==> config.mk <==
export PLATFORM = sky130hd
export DESIGN_NAME = cmn_arb_lrg_matrix_pipe
export DESIGN_NICKNAME = d
export VERILOG_FILES = /design/src/rtl/cmn_arb_lrg_matrix_pipe.sv
export SDC_FILE = /design/constraint.sdc
export NUM_CORES = 1
export LEC_CHECK = 0
export ABC_AREA = 0
export CORE_AREA = 4 4 94 96
export DETAILED_ROUTE_END_ITERATION = 6
export DIE_AREA = 0 0 98 100
export PLACE_DENSITY_LB_ADDON = 0.08
export SLEW_MARGIN = 20
export SYNTH_ARGS = -nofsm -noshare
export SYNTH_HDL_FRONTEND = slang
export SYNTH_SLANG_ARGS = --single-unit
export TNS_END_PERCENT = 5
==> constraint.sdc <==
create_clock -name clk -period 2.06 [get_ports clk]
set_clock_uncertainty 0.1 [all_clocks]
set_input_delay 0.412 -clock clk [delete_from_list [all_inputs] [get_ports clk]]
set_output_delay 0.412 -clock clk [all_outputs]
set_load 0.02 [all_outputs]
==> src/rtl/cmn_arb_lrg_matrix_pipe.sv <==
// cmn_arb_lrg_matrix_pipe: N:1 valid/ready arbiter with a least-recently-granted priority matrix
// and a registered output stage. Define CMN_ARB_LRG_LOCK_EN to hold a grant until a packet's last beat.
module cmn_arb_lrg_matrix_pipe #(
  parameter int unsigned WIDTH     = 4,
  parameter int unsigned PLD_WIDTH = 32,
  parameter int unsigned IDX_W     = (WIDTH > 1) ? $clog2(WIDTH) : 1
) (
  input  logic                 clk,
  input  logic                 rst,
  input  logic [WIDTH-1:0]     v_vld_s,
  output logic [WIDTH-1:0]     v_rdy_s,
  input  logic [PLD_WIDTH-1:0] v_pld_s [WIDTH],
  input  logic [WIDTH-1:0]     v_last_s,
  output logic                 vld_m,
  input  logic                 rdy_m,
  output logic [PLD_WIDTH-1:0] pld_m,
  output logic [IDX_W-1:0]     idx_m
);

  // prio_q[i][j] = 1 means requestor j beats requestor i.
  logic [WIDTH-1:0]     prio_q [WIDTH];
  logic [WIDTH-1:0]     prio_d [WIDTH];

  logic                 vld_q, vld_d;
  logic [PLD_WIDTH-1:0] pld_q, pld_d;
  logic [IDX_W-1:0]     idx_q, idx_d;

  logic [WIDTH-1:0]     req;
  logic [WIDTH-1:0]     gnt;
  logic                 acc;
  logic                 hs;
  logic                 upd;
  logic [PLD_WIDTH-1:0] pld_sel;
  logic [IDX_W-1:0]     idx_sel;

  always_comb begin
    req = '0;
    for (int unsigned i = 0; i < WIDTH; i++) begin
      req[i] = v_vld_s[i] & ~|(v_vld_s & prio_q[i]);
    end
  end

  assign acc     = ~vld_q | rdy_m;
  assign v_rdy_s = acc ? gnt : '0;
  assign hs      = acc & |gnt;

`ifdef CMN_ARB_LRG_LOCK_EN
  typedef enum logic {
    LK_OPEN,
    LK_HELD
  } lock_e;

  lock_e            lock_q, lock_d;
  logic [WIDTH-1:0] lock_oh_q, lock_oh_d;
  logic             last_hs;

  assign last_hs = |(gnt & v_last_s);
  // While held, the locked requestor is the only candidate, even if it drops valid.
  assign gnt     = (lock_q == LK_HELD) ? (v_vld_s & lock_oh_q) : req;
  assign upd     = hs & last_hs;

  always_comb begin
    lock_d    = lock_q;
    lock_oh_d = lock_oh_q;
    case (lock_q)
      LK_OPEN: begin
        if (hs && !last_hs) begin
          lock_d    = LK_HELD;
          lock_oh_d = gnt;
        end
      end
      LK_HELD: begin
        if (hs && last_hs) begin
          lock_d = LK_OPEN;
        end
      end
      default: lock_d = LK_OPEN;
    endcase
  end

  always_ff @(posedge clk or posedge rst) begin
    if (rst) begin
      lock_q    <= LK_OPEN;
      lock_oh_q <= '0;
    end else begin
      lock_q    <= lock_d;
      lock_oh_q <= lock_oh_d;
    end
  end
`else
  logic unused_last;

  assign unused_last = ^v_last_s;
  assign gnt         = req;
  assign upd         = hs;
`endif

  always_comb begin
    pld_sel = '0;
    idx_sel = '0;
    for (int unsigned i = 0; i < WIDTH; i++) begin
      if (gnt[i]) begin
        pld_sel = v_pld_s[i];
        idx_sel = IDX_W'(i);
      end
    end
  end

  // Winner's row goes all-ones (everyone beats it); its column clears in every other row.
  always_comb begin
    for (int unsigned i = 0; i < WIDTH; i++) begin
      prio_d[i] = prio_q[i];
    end
    if (upd) begin
      for (int unsigned i = 0; i < WIDTH; i++) begin
        prio_d[i] = gnt[i] ? ~gnt : (prio_q[i] & ~gnt);
      end
    end
  end

  always_comb begin
    vld_d = vld_q;
    pld_d = pld_q;
    idx_d = idx_q;
    if (hs) begin
      vld_d = 1'b1;
      pld_d = pld_sel;
      idx_d = idx_sel;
    end else if (rdy_m) begin
      vld_d = 1'b0;
    end
  end

  always_ff @(posedge clk or posedge rst) begin
    if (rst) begin
      vld_q <= 1'b0;
      pld_q <= '0;
      idx_q <= '0;
      for (int unsigned i = 0; i < WIDTH; i++) begin
        for (int unsigned j = 0; j < WIDTH; j++) begin
          prio_q[i][j] <= (j < i);
        end
      end
    end else begin
      vld_q <= vld_d;
      pld_q <= pld_d;
      idx_q <= idx_d;
      for (int unsigned i = 0; i < WIDTH; i++) begin
        prio_q[i] <= prio_d[i];
      end
    end
  end

  assign vld_m = vld_q;
  assign pld_m = pld_q;
  assign idx_m = idx_q;

endmodule

# == Word level (Yosys, flattened, before mapping) ==
# Index checks and enable logic that the tools add are counted.
# classes
n_reduce_logical,10
bitwise_logic,16
mux,14
# ops
operator,count
$mux 32,4
$and 4x4->4,8
$mux 4,5
$reduce_or 4->1,5
$and 1x1->1,5
$logic_not 1->1,4
$mux 2,2
$not 4->4,1
$mux 1,3
$reduce_bool 2->1,1
$not 1->1,1
$or 1x1->1,1
# totals
elab_cells,47
output_inout_bits,39
regBits,51
input_bits,139

# == Longest topological paths before layout ==
# logic_depth
ltp_word,8
ltp_mapped,7
mapped_depth_nobuf,5

# == Worst setup path before layout ==
# Ideal clock, no wire load.
# synth_timing
path_kind,reg-to-output
from,"register vld_q, in the netlist vld_m"
to,output port v_rdy_s[0]
required_ns,1.548
n_path_buf,2
arrival_time_ns,1.422
stages_incl_launch_ff,5
slack_ns,0.126
path_cell_list,dfrtp_1 nor2b_1 clkbuf_1 buf_2 nor2_1
# synth_between
elab_chain_len,3
# synth_rtl
element,line_no,source
from (decl),24,"logic vld_q, vld_d;"
from (signal assigned),145,vld_q <= vld_d;
$not 1->1,43,assign acc = ~vld_q | rdy_m;
$or 1x1->1,43,
$mux 4,44,assign v_rdy_s = acc ? gnt : '0;
to (decl),11,"output logic [WIDTH-1:0] v_rdy_s,"
# Every way passes these cells.

# == Final worst setup path ==
# layout_timing
from,input port rdy_m
to,"register pld_q[0], in the netlist pld_m[0]"
# layout_between
elab_chain_len,2
# layout_rtl
element,line_no,source
from (decl),15,"input logic rdy_m,"
$or 1x1->1,43,
$and 1x1->1,45,assign hs = acc & |gnt;
to (signal assigned),146,pld_q <= pld_d;
to (decl),25,"logic [PLD_WIDTH-1:0] pld_q, pld_d;"
# Every way passes these cells.
# A chain may end at the register's enable or synchronous reset.

==> flow_summary_export.csv <==
group,metric,value,unit
worst_setup_path,ff2ff_path_depth,8,
detailed_routing,drt-initial-drc-count,58,
synthesis,syn_nets,371,
synthesis,synth-seq-cells,51,
floorplan,ios,178,
global_routing,track_usage,21.05,%
placed_design,portBuffers,173,
worst_setup_path,slowest_stage,"buf_4",
sta,setup_ws,0.09350,ns
power,power_leakage,2.010,nW
min_path,hold_class,"register to register",
worst_setup_path,cp-start-kind,"primary input",
sta,rsz0062_at_grt,"no",
min_path,worstHoldPathCells,0,
synthesis,synth.mux.area_fraction,0,%
floorplan,start_util,36.99,%
power,cellPowerDensity,1342,mW/mm^2
final_layout,final_area,0.005185,mm^2
placed_design,gp_congestion,0.8301,
synthesis,synthXorXnorAreaFrac,0,%
synthesis,synth_fa_ha_area_share,0,%
floorplan,die_h,100,um
final_layout,n_antenna_cell,0,
synthesis,ys_warn_count,0,
global_routing,antenna_found_initial,0,
worst_setup_path,required,2.15,ns
sta,tns,0,ns
final_layout,area.sequential,0.001284,mm^2
floorplan,placementRows,33,
synthesis,synth_cells,232,
synthesis,synth.distinct_cells,30,
worst_setup_path,cpPeakStageDelay,0.49,ns
placed_design,placed_area,0.004985,mm^2
global_routing,grt_pass1_wl,16440,um
synthesis,synth_top_family_by_area,"compound AO/OA/AOI/OAI gates",
sta,setup_viol,0,
detailed_routing,wl,10440,um
clock_tree,cts-root-buf,"clkbuf_8",
clock_tree,htree_levels,2,
placed_design,dp_cells,508,
synthesis,synth_top_cell_by_area,"dfrtp_1",
worst_setup_path,worst_setup_path_end_kind,"register",
detailed_routing,drc,0,
run_status,status,"completed",
synthesis,syn_avg_cell_area,12.84,um^2
global_routing,grt-ovfl-total,0,
sta,slew_viol_final,0,
sta,finalHoldViolCount,0,
global_routing,grt_max_degree,52,
clock_tree,path_clk_slew,0.09,ns
clock_tree,cts_sinks,51,
sta,post-route-period-util,95.46,%
detailed_routing,drt_first_pass_iters,4,
synthesis,synthTopCellsByArea,"dfrtp_1, a2bb2oi_2, a221oi_2",
final_layout,nFillCells,658,
sta,slew_headroom,64.56,%
clock_tree,numCtsBuffers,5,
clock_tree,cts_tree,"built",
final_layout,syn_to_final_growth,74.12,%
detailed_routing,vias,2818,
placed_design,dp_hpwl,7882,um
detailed_routing,viasPerCell,5.398,
floorplan,core-area,0.008051,mm^2
final_layout,layout.cells.non_filler,522,
final_layout,multiInputGateArea,0.001538,mm^2
final_layout,utilization,64.40,%
power,peakVddDrop,0.6952,mV
worst_setup_path,crit_top_cell,"buf_12",
worst_setup_path,cp_max_fo,33,
floorplan,die-area,0.009800,mm^2
global_routing,grt_pass1_vias,3036,
worst_setup_path,cp_cell_sequence,"clkdlybuf4s50_1 -> nor2b_4 -> buf_4 -> a21oi_4 -> buf_12 -> buf_12 -> a2bb2oi_2",
detailed_routing,avgRoutedWirePerCell,20.00,um
sta,finalCriticalPeriod,1.967,ns
sta,tightestPinTransition,0.5316,ns
synthesis,synth_compound_area_share,43.19,%
clock_tree,clkLatencyLatePin,0.31,ns
run,drv_cap,0,
floorplan,die_x,98,um
synthesis,synth_area,0.002978,mm^2
worst_setup_path,cp.arrival,2.06,ns
final_layout,drive_gt1_share,28.54,%
clock_tree,clockBufferDepth,2,
sta,fmax,508.5,MHz
detailed_routing,drtAntennaViolNets,0,
synthesis,synth_top_area_share,37.82,%
placed_design,pre_cts_ws,-0.5284,ns
worst_setup_path,critPathKind,"primary input to register",
final_layout,layout.nets,555,
synthesis,yosysSeqAreaShare,43.11,%
synthesis,synth-simple-area-share,8.109,%
-- cell families (layout without fill, tap and decap cells) --
kind of cell | count (synthesis) | in the layout
AO/OA/AOI/OAI | 106 | 106
buffers and inverters | 32 | 217
flip-flops | 51 | 51
AND/OR/NAND/NOR | 43 | 43
-- state kept, by name (all words and copies together), names as in the netlist --
register	cells
pld_m	32
idx_m	2
vld_m	1
prio_q	16
-- power by group --
part	switching [mW]	internal [mW]	total (mW)	leakage, nW
Combinational	1.97	2.30	4.27	1.35
Sequential	0.326	1.53	1.85	0.590
Clock	0.348	0.486	0.834	0.0654
-- synth_stat cells (all sizes together) --
master / count
inv: 3
dfstp: 6
o221ai: 32
nand4b: 4
nand2b: 1
o22ai: 1
nor2: 29
a221oi: 32
and2: 2
nand3b: 1
a22oi: 4
o21ai: 2
clkbuf: 15
buf: 14
a21oi: 3
a2bb2oi: 32
dfrtp: 45
nand2: 4
and4b: 1
nor2b: 1
-- per-stage QoR --
| stage | power (mW) | hold WS, ns |
|---|---|---|
| after CTS | 7.043 | 0.2886 |
| after global placement | 6.002 | 0.2682 |
| after global routing | 7.349 | 0.3033 |
| after detailed placement | 6.061 | 0.2667 |
| final | 6.959 | 0.2832 |
| after floorplan | 4.340 | 0.3205 |
-- worst paths after layout --
| kind | to | slack [ns] | from |
|---|---|---|---|
| worst max-delay path | pld_m[0] | 0.09 | rdy_m |
| worst min-delay path | prio_q[6] | 0.28 | prio_q[6] |
| worst max register to register | pld_m[23] | 0.13 | prio_q[4] |
| worst min register to register | prio_q[6] | 0.28 | prio_q[6] |
| max in group asynchronous | prio_q[1] | 1.21 | rst |
| min in group asynchronous | prio_q[12] | 0.36 | rst |
-- metal layers --
metal  global-route usage, %  vias up  part of all wire [%]
li1                        -     1320                     -
met1                   27.55     1366                    44
met2                   35.03      115                    48
met3                   5.003       17                   6.4
met4                   5.857        0                   2.0
met5                       0        -                     0
-- final cells by class --
class,instances,area share [%]
repair buffers,206,40.28
multi-input cells,149,29.66
flip-flops and latches,51,24.76
well taps,105,2.534
clock buffers,6,1.400
clock inverters,2,1.158
inverters,3,0.2172
-- worst max-delay path, delay by kind of cell --
family          cells  cell delay, ns
compound gates      2            0.19
buf+inv             4            1.24
simple gates        1            0.20
-- what timing repair did --
item | 4_1_cts | 5_1_grt
hold buffers | 0 | 0
setup endpoints to repair | 36 | 0
buffers inserted | 5 | 0
gates resized for setup | 26 | 0
-- placed cells by master (no fill, tap or decap), drive strengths merged --
| cell type | Yosys | routed |
|---|---|---|
| and2 | 2 | 2 |
| clkbuf | 15 | 6 |
| o22ai | 1 | 1 |
| o21ai | 2 | 2 |
| a22oi | 4 | 4 |
| o221ai | 32 | 32 |
| a21oi | 3 | 3 |
| clkdlybuf4s50 | 0 | 165 |
| nand2 | 4 | 4 |
| a2bb2oi | 32 | 32 |
| dfrtp | 45 | 45 |
| dfstp | 6 | 6 |
| and4b | 1 | 1 |
| dlygate4sd2 | 0 | 4 |
| buf | 14 | 37 |
| nand2b | 1 | 1 |
| nand4b | 4 | 4 |
| nor2b | 1 | 1 |
| a221oi | 32 | 32 |
| inv | 3 | 3 |
| nand3b | 1 | 1 |
| nor2 | 29 | 29 |
| bufinv | 0 | 2 |
Note: power is estimated with default switching activity, not from simulation.
